## config.mk

```make
export PLATFORM = sky130hd
export DESIGN_NAME = serial_addsub
export DESIGN_NICKNAME = d
export VERILOG_FILES = /design/src/rtl/serial_addsub.sv
export SDC_FILE = /design/constraint.sdc
export NUM_CORES = 1
export LEC_CHECK = 0
export CAP_MARGIN = 5
export CORE_MARGIN = 1
export CORE_UTILIZATION = 54
export CTS_BUF_LIST = sky130_fd_sc_hd__clkbuf_4
export CTS_CLUSTER_DIAMETER = 150
export DETAILED_ROUTE_END_ITERATION = 10
export PLACE_DENSITY = 0.87
export SKIP_CTS_REPAIR_TIMING = 1
export SYNTH_ARGS = -nofsm -noshare
export SYNTH_HDL_FRONTEND = slang
export SYNTH_SLANG_ARGS = --single-unit
```

## constraint.sdc

```tcl
create_clock -name clk -period 1.9 [get_ports clk]
set_input_delay 0.38 -clock clk [delete_from_list [all_inputs] [get_ports clk]]
set_output_delay 0.38 -clock clk [all_outputs]
set_load 0.02 [all_outputs]
```

## src/rtl/serial_addsub.sv

```systemverilog
//------------------------------------------------------------------------------
// Module      : serial_addsub
// Description : Bit-serial adder/subtractor, LSB first, one bit per clock,
//               with start/busy/done handshake, carry/borrow and overflow flags.
// Revision    : 1.0 - initial release
//------------------------------------------------------------------------------
`default_nettype none

module serial_addsub #(
    parameter int WIDTH = 8
) (
    input  logic             clk,
    input  logic             rst,
    input  logic             start,
    input  logic             mode,
    input  logic [WIDTH-1:0] a,
    input  logic [WIDTH-1:0] b,
    output logic             busy,
    output logic             done,
    output logic [WIDTH-1:0] result,
    output logic             cout,
    output logic             ovf
);

    localparam int              c_CW    = (WIDTH > 1) ? $clog2(WIDTH) : 1;
    localparam logic [c_CW-1:0] c_LAST  = c_CW'(WIDTH - 1);

    localparam logic [1:0]      c_IDLE  = 2'd0;
    localparam logic [1:0]      c_SHIFT = 2'd1;
    localparam logic [1:0]      c_DONE  = 2'd2;

    logic [1:0]       r_state;
    logic [1:0]       w_next_state;

    logic [WIDTH-1:0] r_a;
    logic [WIDTH-1:0] r_b;
    logic [WIDTH-1:0] r_sr;
    logic             r_mode;
    logic             r_c;
    logic [c_CW-1:0]  r_cnt;

    logic             w_x;
    logic             w_y;
    logic             w_bit;
    logic             w_cnext;
    logic             w_last;
    logic [WIDTH-1:0] w_sr_next;

    // Full adder / full subtractor cell on the current LSBs
    assign w_x     = r_a[0];
    assign w_y     = r_b[0];
    assign w_bit   = w_x ^ w_y ^ r_c;
    assign w_cnext = r_mode ? ((~w_x & w_y) | (r_c & ~(w_x ^ w_y)))
                            : (( w_x & w_y) | (r_c &  (w_x ^ w_y)));
    assign w_last  = (r_cnt == c_LAST);

    generate
        if (WIDTH > 1) begin : g_wide
            assign w_sr_next = {w_bit, r_sr[WIDTH-1:1]};
        end else begin : g_narrow
            assign w_sr_next = w_bit;
        end
    endgenerate

    always_ff @(posedge clk) begin
        if (rst) begin
            r_state <= c_IDLE;
        end else begin
            r_state <= w_next_state;
        end
    end

    always_comb begin
        w_next_state = r_state;
        case (r_state)
            c_IDLE:  if (start) w_next_state = c_SHIFT;
            c_SHIFT: if (w_last) w_next_state = c_DONE;
            c_DONE:  w_next_state = c_IDLE;
            default: w_next_state = c_IDLE;
        endcase
    end

    always_comb begin
        busy = (r_state == c_SHIFT);
        done = (r_state == c_DONE);
    end

    // On the last bit, r_c is the carry/borrow into the MSB, so overflow is
    // simply that value XOR the final carry/borrow out.
    always_ff @(posedge clk) begin
        if (rst) begin
            r_a    <= '0;
            r_b    <= '0;
            r_sr   <= '0;
            r_mode <= 1'b0;
            r_c    <= 1'b0;
            r_cnt  <= '0;
            result <= '0;
            cout   <= 1'b0;
            ovf    <= 1'b0;
        end else begin
            case (r_state)
                c_IDLE: begin
                    if (start) begin
                        r_a    <= a;
                        r_b    <= b;
                        r_mode <= mode;
                        r_c    <= 1'b0;
                        r_cnt  <= '0;
                        r_sr   <= '0;
                    end
                end
                c_SHIFT: begin
                    r_a   <= r_a >> 1;
                    r_b   <= r_b >> 1;
                    r_sr  <= w_sr_next;
                    r_c   <= w_cnext;
                    r_cnt <= r_cnt + c_CW'(1);
                    if (w_last) begin
                        result <= w_sr_next;
                        cout   <= w_cnext;
                        ovf    <= r_c ^ w_cnext;
                    end
                end
                default: ;
            endcase
        end
    end

endmodule

`default_nettype wire

```

==> impl_metrics.yaml, run 1 <==
placed_design:
  io_buffer_count: 31
  place_hpwl_um: 2315
  dp.cells: 270
  gp_congestion: 0.7400
  dpl_worst_slack_ns: 0.1690
worst_setup_path:
  crit_chain: "clkdlybuf4s50_1"
  crit_buf_inv: 1
  end_kind: "output pin"
  worst-r2r-setup-slack_ns: 0.36
  cp_top_family: "buffers and inverters"
  r2r_start: "r_b[0]"
  cp_data_required_time_ns: 1.52
  timing.rr.end: "ovf"
  crit_arrival_ns: 1.33
  critical_path_class: "flop to output pin"
  cp-startpoint: "ovf"
  cp-start-kind: "flop"
  crit_fanout: 2
  cp_slowest_cell: "clkdlybuf4s50_1"
  reg2reg_depth: 5
  critPathMaxStageDelay_ns: 0.61
layout:
  nets: 257
  layout-area-overhead-vs-synth_pct: 23.50
  diodes: 0
  ff_latch_area_um2: 802.0
  layout-drive-gt1-share: 0.1282
  finish.utilization: 0.7161
  multi_input_area_um2: 848.3
  n_fill_cell: 262
  finalNonFillerCells: 278
synthesis:
  ys_warn_count: 0
  netlist.area_leader.share: 0.4451
  synth_edf_count: 0
  synth_simple_gate_area_frac: 0.2045
  ys_types: 33
  synthTopCellsByCount: "nand2_1 (41), dfxtp_1 (40), nor2_1 (31)"
  synth_fp_nets: 227
  synth-compound-area-share: 0.2197
  ys_async_sr_fraction: 0
  synth_area_um2: 1799
  synthAdderAreaFrac: 0.03616
  ys.flop_type: "dfxtp_1"
  synth.top_cells.by_area: "dfxtp_1 (45%), nand2_1 (8.6%), a311oi_2 (7.5%)"
  ys_seq_elements: 40
  synth_top_family_by_area: "compound AO/OA/AOI/OAI gates"
  yosysSeqAreaShare: 0.4451
  syn_inst: 203
  synth_xor_area_frac: 0
  syn_area_per_cell_um2: 8.863
  synth_mux_area_frac: 0.01113
  synthMostInstantiatedCell: "nand2_1"
  synth_area_leader_cell: "dfxtp_1"
die:
  start_util: 0.5798
  coreArea_um2: 3103
  die_w_um: 59.72
  ios: 32
  die_area_um2: 3566
  die_h_um: 59.72
  row_count: 20
worst_hold_path:
  holdPathEnd: "result[0]"
  min_path_cells: 2
  min_path_type: "flop to flop"
  hold_start: "r_sr[1]"
timing:
  fin_ws_ns: 0.1897
  rsz0062_at_grt: "false"
  final_hold_viol_count: 0
  min_period_ns: 1.710
  skew_ns: 0.01074
  worst_pin_slew_ns: 0.4210
  slew-limit-headroom: 0.7191
  slew_violations: 0
  hold_slack_ns: 0.4598
  min_period_over_period: 0.9002
  fmax_mhz: 584.7
  setup_viol: 0
cts:
  cts_buffers: 5
  clkTransAtPathRegs_ns: 0.12
  clk_path_buf_depth: 2
  clock_sinks: 40
  clk_latency_ns: 0.36
  cts_tree: "yes"
  root_buffer: "clkbuf_4"
  htreeDepth: 2
routing:
  drt_iter0_markers: 102
  vias: 1468
  firstDrtPassIters: 4
  route.detailed.drc: 0
  wl_per_cell_um: 12.72
  routed_wl_um: 3537
  ant_nets: 0
  via_per_inst: 5.281
global_route:
  grt_pass1_wl_um: 5913
  gr-total-overflow: 0
  grt_usage: 0.2321
  grt_start_max_net_pins: 42
  antenna_found_initial: 0
  first_global_vias: 1345
power:
  irDropWorstVdd_uv: 474.6
  fin_total_pwr_w: 0.001686
  p_leak_nw: 0.8565
  power_density_nw_per_um2: 758.6
outcome:
  status: "completed"
flow_run:
  maxCapViolCount: 0
metrics by stage:
stage	area, µm²	TNS, ns
2_1_floorplan	1799	0
3_3_place_gp	2136	0
3_5_place_dp	2136	0
4_1_cts	2216	-0.1756
5_1_grt	2222	0
6_report	2222	0
worst min-delay path, delay by kind of cell (launching register included):
family             cells  cell delay (ns)
and+or+nand+nor        1             0.05
DFF                    1             0.33
AOI/OAI and AO/OA      1             0.05
layout by cell type (no fill, tap or decap), types with 2 or more instances in the layout:
cell | Yosys | final
a21o_1 | 2 | 2
fa_1 | 2 | 2
buf_4 | 4 | 7
clkdlybuf4s50_1 | 0 | 29
dfxtp_1 | 40 | 39
dlymetal6s2s_1 | 0 | 2
nand2b_1 | 3 | 3
o221a_2 | 2 | 2
a211oi_1 | 2 | 2
a21oi_1 | 14 | 14
a22oi_1 | 8 | 8
a311oi_2 | 9 | 9
clkbuf_4 | 0 | 5
inv_1 | 6 | 6
nand2_1 | 41 | 41
ha_1 | 2 | 2
nand3b_1 | 4 | 4
a311oi_1 | 3 | 3
buf_12 | 0 | 2
mux2i_1 | 2 | 2
nor3_1 | 4 | 4
nor2_1 | 31 | 31
logic make-up (layout without fill, tap and decap cells):
family,Yosys count,count (layout)
mux,2,2
simple gates,87,87
fa+ha+maj,4,4
buf+inv,24,55
flops,40,40
compound gates,46,46
worst max-delay path by stage:
| stage | to | slack, ns | cells after the start |
|---|---|---|---|
| floorplan | ovf | 0.49 | 5 |
| global placement | r_a[2] | 0.23 | 5 |
| detailed placement | r_b[0] | 0.17 | 5 |
| CTS | busy | -0.12 | 3 |
| global route | result[6] | 0.13 | 1 |
| finish | ovf | 0.19 | 1 |
where the power goes:
| part | internal, W | total, W | leakage, nW | switching (W) |
|---|---|---|---|---|
| Clock | 0.000275 | 0.000564 | 0.0428 | 0.000290 |
| Sequential | 0.000875 | 0.000900 | 0.327 | 0.0000252 |
| Combinational | 0.000111 | 0.000221 | 0.487 | 0.000110 |
| Total | 0.00126 | 0.00169 | 0.856 | 0.000425 |
sequential cells by signal, indices dropped and copies added, names as in the netlist:
name	cells
r_state	2
r_mode	1
ovf	1
cout	1
result	8
r_a	8
r_c	1
r_sr	7
r_b	8
r_cnt	3
area by class of cell:
| class | count | area share |
|---|---|---|
| timing repair buffer | 40 | 0.1836 |
| multi-input combinational | 139 | 0.3818 |
| tap | 44 | 0.02477 |
| inverter | 7 | 0.01295 |
| clock buffer | 5 | 0.01689 |
| clock inverter | 3 | 0.01914 |
| sequential | 40 | 0.3609 |
metal layers:
layer  global-route usage  vias to the layer above  wire [µm]  part of all wire
met2               0.3714                       31       1656              0.47
met4              0.09967                        0         70             0.020
met3              0.09091                        5        135             0.038
li1                     -                      753          -                 -
met1               0.2756                      679       1675              0.47
met5                    0                        -          0                 0
No activity file was read; power rests on OpenSTA's default activity.
==> inputs of run 2 (changes only) <==
--- a/config.mk
+++ b/config.mk
@@ -11,6 +11,8 @@
 export CTS_BUF_LIST = sky130_fd_sc_hd__clkbuf_4
 export CTS_CLUSTER_DIAMETER = 150
 export DETAILED_ROUTE_END_ITERATION = 10
+export GPL_TIMING_DRIVEN = 0
+export HOLD_SLACK_MARGIN = 0.08
 export PLACE_DENSITY = 0.87
 export SKIP_CTS_REPAIR_TIMING = 1
 export SYNTH_ARGS = -nofsm -noshare
==> run 2 against run 1 <==
Compared with the run above: design area fell by 0.73%; first-iteration DRC count rose by 17%; clock-buffer cell count did not move; largest power group unchanged; wire length rose by 4.5%; via count rose by 3.3%; critical path type unchanged; cell count rose by 2.5%; non-clock buffer count rose by 7; maximum frequency fell by 6.2%; combinational power rose by 5%; global-route usage rose by 0.27 points.
==> impl_metrics.yaml, run 2 (synthesis gave the netlist of run 1 again) <==
outcome:
  status: "completed"
layout:
  mostFrequentLayoutCells: "nand2_1 (41), dfxtp_1 (40), nor2_1 (31)"
  n_fill_cell: 268
  multi_input_area_um2: 848.3
  ff_latch_area_um2: 800.8
  layout-drive-gt1-share: 0.1411
  reg_top3: "r_a x8, r_b x8, result x8"
  diodes: 0
  layout-area-overhead-vs-synth_pct: 22.60
  finalNonFillerCells: 285
  finish.utilization: 0.7109
  mostFrequentLayoutCell: "nand2_1"
  nets: 264
power:
  p_clk_frac: 0.265
  power_density_nw_per_um2: 696.1
  fin_total_pwr_w: 0.001535
  intPower_w: 0.001123
  power_frac_seq: 0.584
  irDropWorstVdd_uv: 495.4
  p_leak_nw: 0.8487
  netSwitchingFraction: 0.2684
  power.switching_w: 0.0004121
  p_comb_frac: 0.150
die:
  die_area_um2: 3566
  row_count: 20
  die_w_um: 59.72
  coreArea_um2: 3103
  start_util: 0.5798
  die_h_um: 59.72
  ios: 32
global_route:
  gr-usage-met1: 0.3100
  grt_start_max_net_pins: 13
  grt_usage: 0.2348
  top_usage_layer: "met2"
  first_global_vias: 1337
  grt_use_met2: 0.3635
  antenna_found_initial: 0
  grt_pass1_wl_um: 6072
  gr-total-overflow: 0
  grt.met3_usage: 0.07143
cts:
  clk_path_buf_depth: 2
  cts_buffers: 5
  clk_latency_ns: 0.35
  cts_tree: "yes"
  htreeDepth: 2
  clkTransAtPathRegs_ns: 0.12
  clock_sinks: 40
  root_buffer: "clkbuf_4"
routing:
  vias: 1517
  via_per_inst: 5.323
  routed_wl_um: 3697
  firstDrtPassIters: 4
  wl_per_cell_um: 12.97
  drt_iter0_markers: 119
  ant_nets: 0
  route.detailed.drc: 0
worst_setup_path:
  timing.rr.end: "ovf"
  crit_buf_inv: 4
  crit_fanout: 10
  cp-startpoint: "r_state[1]"
  reg2reg_depth: 5
  path_depth: 5
  cp_data_required_time_ns: 1.52
  crit_top_cell: "buf_4"
  critical_path_class: "flop to output pin"
  cp_top_family: "buffers and inverters"
  setup.worst_path.end: "busy"
  critPathMaxStageDelay_ns: 0.43
  crit_arrival_ns: 1.44
  cp-start-kind: "flop"
  r2r_start: "r_b[0]"
  worst-r2r-setup-slack_ns: 0.37
  end_kind: "output pin"
  cp_slowest_cell: "dfxtp_1"
  crit_chain: "nand2b_1 -> buf_6 -> inv_4 -> buf_4 -> buf_4"
placed_design:
  io_buffer_count: 30
  dp.cells: 277
  dpl_worst_slack_ns: 0.005418
  place_hpwl_um: 2585
  gp_congestion: 0.8209
timing:
  worst_pin_slew_ns: 0.5892
  min_period_over_period: 0.9598
  fmax_mhz: 548.4
  rsz0062_at_grt: "false"
  min_period_ns: 1.824
  fin_ws_ns: 0.07640
  slew-limit-headroom: 0.6072
  final_hold_viol_count: 0
  setup_viol: 0
  slew_violations: 0
  skew_ns: 0.009524
flow_run:
  maxCapViolCount: 0
worst_hold_path:
  min_path_type: "input pin to flop"
-- run 2: changes by cell type in the layout (fill, tap and decap cells not counted), sizes merged --
cell	before	now
clkbuf	5	8
clkinv	2	3
buf	9	15
clkdlybuf4s50	29	28
dlymetal6s2s	2	1
bufinv	1	0
-- run 2: worst min path at each step --
stage | end | cells past startpoint | slack, ns | startpoint
3_5_place_dp | result[0] | 2 | 0.45 | r_sr[1]
2_1_floorplan | result[0] | 2 | 0.43 | r_sr[1]
3_3_place_gp | result[4] | 2 | 0.44 | result[4]
6_report | ovf | 2 | 0.33 | rst
5_1_grt | ovf | 2 | 0.38 | rst
4_1_cts | ovf | 2 | 0.33 | rst
-- run 2: power by group through the flow --
stage / sequential [W] / combinational, W / clock (W)
3_3_place_gp: 0.000915 / 0.000224 / 0
2_1_floorplan: 0.000910 / 0.000157 / 0
6_report: 0.000897 / 0.000231 / 0.000407
5_1_grt: 0.000902 / 0.000255 / 0.000441
3_5_place_dp: 0.000916 / 0.000231 / 0
4_1_cts: 0.000897 / 0.000232 / 0.000412
-- run 2: worst register-to-register path: stages, from the launching register on --
cell and delay, ns:
dfxtp_1 0.42, inv_1 0.08, fa_1 0.38, nor2_1 0.20, nor3_1 0.08, o41ai_1 0.27
-- run 2: metal layers --
metal / vias to the layer above / routed length (µm)
li1: 765 / -
met1: 705 / 1684
met2: 41 / 1740
met3: 6 / 203
met4: 0 / 68
met5: - / 0
-- run 2: layout make-up --
class	count	share of cell area
multi-input combinational	139	0.3846
sequential	40	0.3630
timing repair buffer	30	0.1361
buffer	17	0.05502
tap	44	0.02496
clock buffer	5	0.01702
inverter	7	0.01305
clock inverter	3	0.006239
-- run 2: per-stage QoR --
| step | area [µm²] | hold WS (ns) | setup TNS [ns] |
|---|---|---|---|
| 2_1_floorplan | 1799 | 0.4316 | 0 |
| 3_3_place_gp | 2155 | 0.4444 | 0 |
| 3_5_place_dp | 2155 | 0.4469 | 0 |
| 4_1_cts | 2206 | 0.3301 | -0.6468 |
| 5_1_grt | 2206 | 0.3817 | 0 |
| 6_report | 2206 | 0.3333 | 0 |
==> inputs of run 3 (changes only) <==
--- a/config.mk
+++ b/config.mk
@@ -11,9 +11,8 @@
 export CTS_BUF_LIST = sky130_fd_sc_hd__clkbuf_4
 export CTS_CLUSTER_DIAMETER = 150
 export DETAILED_ROUTE_END_ITERATION = 10
-export GPL_TIMING_DRIVEN = 0
 export HOLD_SLACK_MARGIN = 0.08
-export PLACE_DENSITY = 0.87
+export PLACE_DENSITY = 0.85
 export SKIP_CTS_REPAIR_TIMING = 1
 export SYNTH_ARGS = -nofsm -noshare
 export SYNTH_HDL_FRONTEND = slang
==> run 3 against run 2 <==
Compared with the run above: first-iteration DRC count shrank 1.7%; combinational power shrank 4%; wire length shrank 4.1%; hold slack gained 0.13 ns; sequential share of layout area grew 0.31 points; design area shrank 0.68%; sequential cell count is the same; maximum frequency grew 8.1%; cell count shrank 2.8%; power grew 0.90%; setup slack gained 0.14 ns; largest cell class unchanged.
==> impl_metrics.yaml, run 3 (synthesis gave the netlist of run 1 again) <==
placed_design:
  io_buffer_count: 31
  place_hpwl_um: 2459
  gp_congestion: 0.7652
  dp.cells: 269
timing:
  skew_ns: 0.003040
  hold_slack_ns: 0.4592
  min_period_ns: 1.688
  setup_viol: 0
  worst_pin_slew_ns: 0.4160
  fmax_mhz: 592.6
  rsz0062_at_grt: "false"
  min_period_over_period: 0.8882
  slew-limit-headroom: 0.7225
  slew_violations: 0
  final_hold_viol_count: 0
layout:
  mostFrequentLayoutCell: "nand2_1"
  finalNonFillerCells: 277
  mostFrequentLayoutCells: "nand2_1 (41), dfxtp_1 (39), nor2_1 (31)"
  nets: 256
  layout-drive-gt1-share: 0.1245
  layout-area-overhead-vs-synth_pct: 21.77
  reg_top3: "r_a x8, r_b x8, result x8"
  n_fill_cell: 269
  diodes: 0
worst_setup_path:
  crit_buf_inv: 1
  cp-start-kind: "flop"
  cp_data_required_time_ns: 1.52
  crit_fanout: 2
  critPathMaxStageDelay_ns: 0.61
  critical_path_class: "flop to output pin"
  end_kind: "output pin"
  cp_slowest_cell: "clkdlybuf4s50_1"
  cp_top_family: "buffers and inverters"
  crit_arrival_ns: 1.31
  crit_chain: "clkdlybuf4s50_1"
global_route:
  antenna_found_initial: 0
  gr-total-overflow: 0
  grt_pass1_wl_um: 6078
  grt_start_max_net_pins: 42
  grt_usage: 0.2323
  first_global_vias: 1390
power:
  power_frac_seq: 0.581
  netSwitchingFraction: 0.2548
  p_clk_frac: 0.277
  fin_total_pwr_w: 0.001549
  p_comb_frac: 0.142
  irDropWorstVdd_uv: 552.6
  power_density_nw_per_um2: 707.2
  p_leak_nw: 0.8432
  power.switching_w: 0.0003947
  intPower_w: 0.001155
cts:
  cts_tree: "yes"
  clock_sinks: 40
  clk_path_buf_depth: 2
  clkTransAtPathRegs_ns: 0.11
  clk_latency_ns: 0.34
  htreeDepth: 2
  root_buffer: "clkbuf_4"
  cts_buffers: 5
die:
  die_area_um2: 3566
  die_h_um: 59.72
  coreArea_um2: 3103
  die_w_um: 59.72
  row_count: 20
  ios: 32
  start_util: 0.5798
routing:
  drt_iter0_markers: 117
  vias: 1504
  wl_per_cell_um: 12.81
  maxUsedRoutingLayer: "met4"
  met3WireLength_um: 164
  via_per_inst: 5.430
  met2_length_um: 1651
  firstDrtPassIters: 4
  routed_wl_um: 3547
  route.detailed.drc: 0
  m1WireLength_um: 1661
  ant_nets: 0
flow_run:
  maxCapViolCount: 0
worst_hold_path:
  min_path_type: "flop to flop"
outcome:
  status: "completed"
run 3: changes by cell type in the layout (fill, tap and decap cells not counted), sizes merged:
| cell | previous run | this run |
|---|---|---|
| dlymetal6s2s | 1 | 2 |
| clkbuf | 8 | 7 |
| buf | 15 | 8 |
| clkinv | 3 | 1 |
| clkdlybuf4s50 | 28 | 29 |
run 3: cell type report:
cell class | instances | area, µm² | area share
Multi-Input combinational cell | 139 | 848.3 | 0.3872
Sequential cell | 40 | 802.0 | 0.3661
Timing Repair Buffer | 39 | 400.4 | 0.1828
Tap cell | 44 | 55.05 | 0.02513
Clock buffer | 7 | 52.55 | 0.02399
Inverter | 7 | 28.78 | 0.01314
Clock inverter | 1 | 3.754 | 0.001713
run 3: metal layers:
| metal | up-vias | global-route usage |
|---|---|---|
| met5 | - | 0 |
| met3 | 9 | 0.07143 |
| met2 | 33 | 0.3683 |
| met4 | 0 | 0.08970 |
| li1 | 746 | - |
| met1 | 716 | 0.2955 |
run 3: power groups by stage:
stage               Sequential (W)  Clock, W  Combinational, W
CTS                       0.000899  0.000439          0.000222
detailed placement        0.000918         0          0.000221
finish                    0.000900  0.000429          0.000221
global route              0.000904  0.000483          0.000245
global placement          0.000916         0          0.000215
floorplan                 0.000910         0          0.000157
run 3: path summary, 6_finish.rpt:
path                                  end     from  slack [ns]  cells after the start
worst max-delay path                  ovf      ovf        0.21                      1
worst min-delay path            result[0]  r_sr[1]        0.46                      2
worst max register to register        ovf   r_b[0]        0.35                      5
worst min register to register  result[0]  r_sr[1]        0.46                      2
run 3: per-stage QoR:
step	TNS (ns)	util	worst slack [ns]	area, µm²
CTS	-0.1205	0.7040	-0.09480	2185
global route	0	0.7060	0.1465	2191
finish	0	0.7060	0.2124	2191
detailed placement	0	0.6859	0.2066	2128
global placement	0	0.6859	0.2586	2128
floorplan	0	-	0.4890	1799
==> variant 1 (settings of run 3) <==
Change the parameter `WIDTH` from 8 to 32.
--- a/src/rtl/serial_addsub.sv
+++ b/src/rtl/serial_addsub.sv
@@ -7,7 +7,7 @@
 `default_nettype none
 
 module serial_addsub #(
-    parameter int WIDTH = 8
+    parameter int WIDTH = 32
 ) (
     input  logic             clk,
     input  logic             rst,
Ports: changed (resized a, b and result); port bits go from 32 to 104. The function was not compared with the original's and may differ.
==> variant 1 against run 3 <==
Wire length grew to 3.3 times the old value. Power grew to 3.6 times the old value. Sequential cell count grew 98. Worst setup slack lost 0.15 ns. Non-clock buffer count grew 81. Synthesized cell count grew to 3.1 times the old value. Final area grew to 3.1 times the old value. Worst hold slack lost 0.23 ns. Area after synthesis grew to 3.0 times the old value. Largest cell class is now flip-flops and latches.
==> variant 1: results (changes against run 3) <==
* Status: completed
* Synth Area in Adders at 1.21% (-2.4 points)
* Worst reg2reg startpoint: r_a[0]$_SDFFE_PP0P_
* Placed instance area at 6460 um^2 (+200%)
* Post-DP HPWL at 7.64 mm (+210%)
* Initial antenna violation count at 0 (unchanged)
* CP delay by family, top: buffers and inverters
* Largest family of logic cells by synthesized area: simple AND/OR/NAND/NOR gates
* Yosys cell types at 36 (+9.1%)
* Placed Cells at 825 (+210%)
* Synth Warn # at 0 (unchanged)
* Pre-CTS setup slack at 0.0133 ns (-0.193 ns)
* Biggest regs: r_a (32), r_b (32), result (32)
* Ant diodes at 0 (unchanged)
* Leak pwr at 3.20 nW (+280%)
* First-pass GRT wire length at 19.5 mm (+220%)
* Largest net degree at the start of global routing at 99 (+140%)
* Worst slew pin tran at 0.498 ns (+0.0821 ns)
* Most frequent cells after synthesis: nor2_1 (169), dfxtp_1 (138), nor4_1 (54), a21oi_1 (46), nand3_1 (40)
* Hold slack final at 0.226 ns (-0.233 ns)
* MaxCap Viol Count at 0 (unchanged)
* Final WL at 11.6 mm (+230%)
* Dominant cell type by area after synthesis: dfxtp_1
* Total nets after synthesis at 701 (+210%)
* Compound-Gate Fraction of Synth Area at 10.4% (-12 points)
* Final GP Congestion at 0.745 (-2.6%)
* Post-synthesis average cell area at 8.52 um^2 (-3.9%)
* R2r worst-path depth at 5 (unchanged)
* Top cells by area, synth: dfxtp_1 (52%), nor2_1 (12%), nor4_1 (6.3%), a22o_1 (5.1%), a21oi_1 (4.3%)
* Fin Clk Skew at 0.0239 ns (+0.0208 ns)
* Drt initial violations at 271 (+130%)
* RR Endpoint: ovf$_SDFFE_PP0P_
* Hold WC Path Type: primary input to register
* Crit-path slowest cell: clkdlybuf4s50_1
* CTS H-tree depth at 4 (+2)
* Fin cells at 857 (+210%)
* CP peak stage delay at 0.60 ns
* Number of port buffers at 103 (+230%)
* Drt first pass iters at 4 (unchanged)
* Share of the synthesized area in the top cell type at 51.6% (+7.1 points)
* Arrival @ worst endpoint at 1.46 ns (+0.15 ns)
* Worst hold start: rst
* VDD IR max at 408 uV (-26%)
* Hold endpoint: r_state[0]$_SDFFE_PP0P_
* Number of global-route vias before repair at 4409 (+220%)
* CTS clk-pin slew, worst paths at 0.12 ns
* FF-to-FF setup slack at 0.14 ns (-0.21 ns)
* Total track usage at 23.6% (+0.38 points)
* Total number of vias at 4664 (+210%)
* Register area share after synthesis at 51.6% (+7.1 points)
* Nets at 787 (+210%)
* Clk Latency, worst-skew pair at 0.52 ns (+0.18 ns)
* Num CTS Buffers at 17 (+12)
* Share of layout cells above drive strength 1 at 10.9% (-1.6 points)
* Hold Crit Depth at 2 (unchanged)
* P_int at 3.95 mW (+240%)
* Mux contribution to synthesized area at 0.210% (-0.90 points)
* Fill cells at 699 (+160%)
variant 1: routing by layer:
layer	wire length [um]	track usage (%)	share of wire, %
met4	187	9.81	1.6
met1	5060	28.7	44
met3	601	5.73	5.2
met5	0	0	0
met2	5730	40.0	49
variant 1: cell families (layout without fill, tap and decap cells):
family                   Yosys count  in the layout
AND/OR/NAND/NOR                  344            344
multiplexers                       1              1
buffers and inverters             59            158
flip-flops                       138            138
AO/OA/AOI/OAI                     83             83
adder cells (fa/ha/maj)            4              4
variant 1: layout make-up:
class	instances	area (um^2)	area share (%)
tap	129	161	2.37
sequential	138	2760	40.5
clock inverter	15	146	2.15
timing repair buffer	120	1320	19.3
clock buffer	17	128	1.87
inverter	6	22.5	0.330
multi-input combinational	432	2280	33.5
variant 1: worst max-delay path by stage:
stage                       startpoint                       to  slack (ns)  cells after the start
4_1_cts        r_state[0]$_SDFFE_PP0P_                     busy       -0.26                      3
5_1_grt        result[10]$_SDFFE_PP0P_               result[10]      0.0001                      1
3_3_place_gp                     start      r_b[4]$_SDFFE_PP0P_        0.07                      5
2_1_floorplan    r_cnt[0]$_SDFFE_PP0P_  result[10]$_SDFFE_PP0P_        0.28                      7
3_5_place_dp                     start     r_b[23]$_SDFFE_PP0P_        0.01                      5
6_report       result[10]$_SDFFE_PP0P_               result[10]        0.06                      1
variant 1: power groups by stage:
stage | registers (mW) | logic [mW] | clock network [mW]
final | 3.12 | 0.704 | 1.80
after global routing | 3.14 | 0.781 | 1.99
after CTS | 3.12 | 0.706 | 1.83
after detailed placement | 3.18 | 0.703 | 0
after global placement | 3.17 | 0.678 | 0
after floorplan | 3.16 | 0.465 | 0
==> variant 2 (settings of run 3) <==
Made on the original files. Reset style: asynchronous (`rst`), changed in 2 clocked blocks.
--- a/src/rtl/serial_addsub.sv
+++ b/src/rtl/serial_addsub.sv
@@ -62,7 +62,7 @@
         end
     endgenerate
 
-    always_ff @(posedge clk) begin
+    always_ff @(posedge clk or posedge rst) begin
         if (rst) begin
             r_state <= c_IDLE;
         end else begin
@@ -87,7 +87,7 @@
 
     // On the last bit, r_c is the carry/borrow into the MSB, so overflow is
     // simply that value XOR the final carry/borrow out.
-    always_ff @(posedge clk) begin
+    always_ff @(posedge clk or posedge rst) begin
         if (rst) begin
             r_a    <= '0;
             r_b    <= '0;
Behaviour: differs if rst is asserted again (counterexample within 4 cycles, from zero or initial values and one cycle with rst high); with rst held inactive, the same outputs for 10 cycles.
==> variant 2 against run 3 <==
Sequential share of layout area grew 8.1 points. Worst setup slack lost 0.075 ns. Area after synthesis shrank 0.76%. Sequential cell count is the same. First-iteration DRC count shrank 74%. Final area grew 2.2%. Wire length grew 1.3%. Utilization grew 1.6 points. Largest cell class is now flip-flops and latches.
Power is not compared: it rests on default switching activity, and its combinational part moved more than twofold at a synthesized area within 25%.
==> variant 2: results (changes against run 3) <==
* Status: completed
* Metal2 WL at 1.83 mm (+11%)
* Worst setup path startpoint: result[5]$_DFFE_PP0P_
* RR Endpoint: result[4]$_DFFE_PP0P_
* Routed len/inst at 15.1 um (+18%)
* Total nets after synthesis at 181 (-20%)
* Hold slack final at 0.431 ns (-0.0286 ns)
* Yosys cell types at 27 (-18%)
* Fin Clk Skew at 0.0181 ns (+0.0151 ns)
* Pre-CTS setup slack at 0.154 ns (-0.0523 ns)
* Compound-Gate Fraction of Synth Area at 16.6% (-5.4 points)
* Metal3 WL at 132 um (-20%)
* CTS clk-pin slew, worst paths at 0.14 ns (+0.03 ns)
* Synth Area in Adders at 3.64% (+0.028 points)
* Post-synthesis average cell area at 11.4 um^2 (+28%)
* Hold WC Path Type: primary input to asynchronous set/reset pin
* R2r worst-path depth at 4 (-1)
* First-pass GRT wire length at 5.93 mm (-2.4%)
* Post-DP HPWL at 2.48 mm (+1.0%)
* Clk Latency, worst-skew pair at 0.37 ns (+0.03 ns)
* CP peak stage delay at 0.64 ns (+0.03 ns)
* Total track usage at 23.4% (+0.18 points)
* DR vias/cell at 5.53 (+1.8%)
* Most frequent cells after synthesis: dfrtp_1 (40), nand2_1 (20), o21ai_0 (19), a21oi_1 (13), and3b_1 (12)
* Final WL at 3.59 mm (+1.3%)
* Placed Cells at 230 (-14%)
* Top cells by area, synth: dfrtp_1 (56%), and3b_1 (5.9%), o21ai_0 (5.3%), a22o_1 (4.9%), nand2_1 (4.2%)
* Relative slew slack at 59.6% (-13 points)
* Asr flop ratio synth at 100% (+100 points)
* Arrival @ worst endpoint at 1.38 ns (+0.07 ns)
* Share of layout cells above drive strength 1 at 13.4% (+0.96 points)
variant 2: cell count changes in the layout (fill, tap and decap cells not counted), sizes merged, moves of 12 or more:
cell    before  now
nand2       41   20
a311oi      12    0
nor2        31    3
dfxtp       40    0
dfrtp        0   40
o21ai        1   19
variant 2: cell type report:
type | instances | area share (%)
clock buffers | 5 | 1.68
clock inverters | 3 | 2.12
inverters | 6 | 1.01
multi-input cells | 102 | 31.6
flip-flops and latches | 40 | 44.7
well taps | 44 | 2.46
repair buffers | 38 | 16.4
variant 2: kinds of logic (layout without fill, tap and decap cells):
logic type / count (synthesis) / count (layout)
AOI/OAI and AO/OA: 47 / 47
and+or+nand+nor: 43 / 43
buffers and inverters: 15 / 52
adders and majority gates: 4 / 4
muxes: 8 / 8
DFF: 40 / 40
variant 2: power by group through the flow:
stage / combinational, mW / clock (mW) / sequential [mW]
5_1_grt: 1.47 / 0.618 / 1.48
4_1_cts: 1.35 / 0.586 / 1.44
2_1_floorplan: 0.774 / 0 / 1.53
3_3_place_gp: 1.27 / 0 / 1.43
6_report: 1.34 / 0.575 / 1.44
3_5_place_dp: 1.34 / 0 / 1.45
variant 2: how the worst max path moves through the flow:
stage	to	slack [ns]	cells past startpoint
final	result[5]	0.14	1
after global routing	result[1]	0.11	1
after CTS	busy	-0.21	3
after detailed placement	r_mode$_DFFE_PP0P_	0.15	4
after global placement	r_mode$_DFFE_PP0P_	0.19	4
after floorplan	done	0.44	3
variant 2: metrics by stage:
stage                     setup TNS [ns]  area, um^2
after global placement                 0        2150
after global routing                   0        2240
after CTS                         -0.273        2230
after floorplan                        0        1790
final                                  0        2240
after detailed placement               0        2150
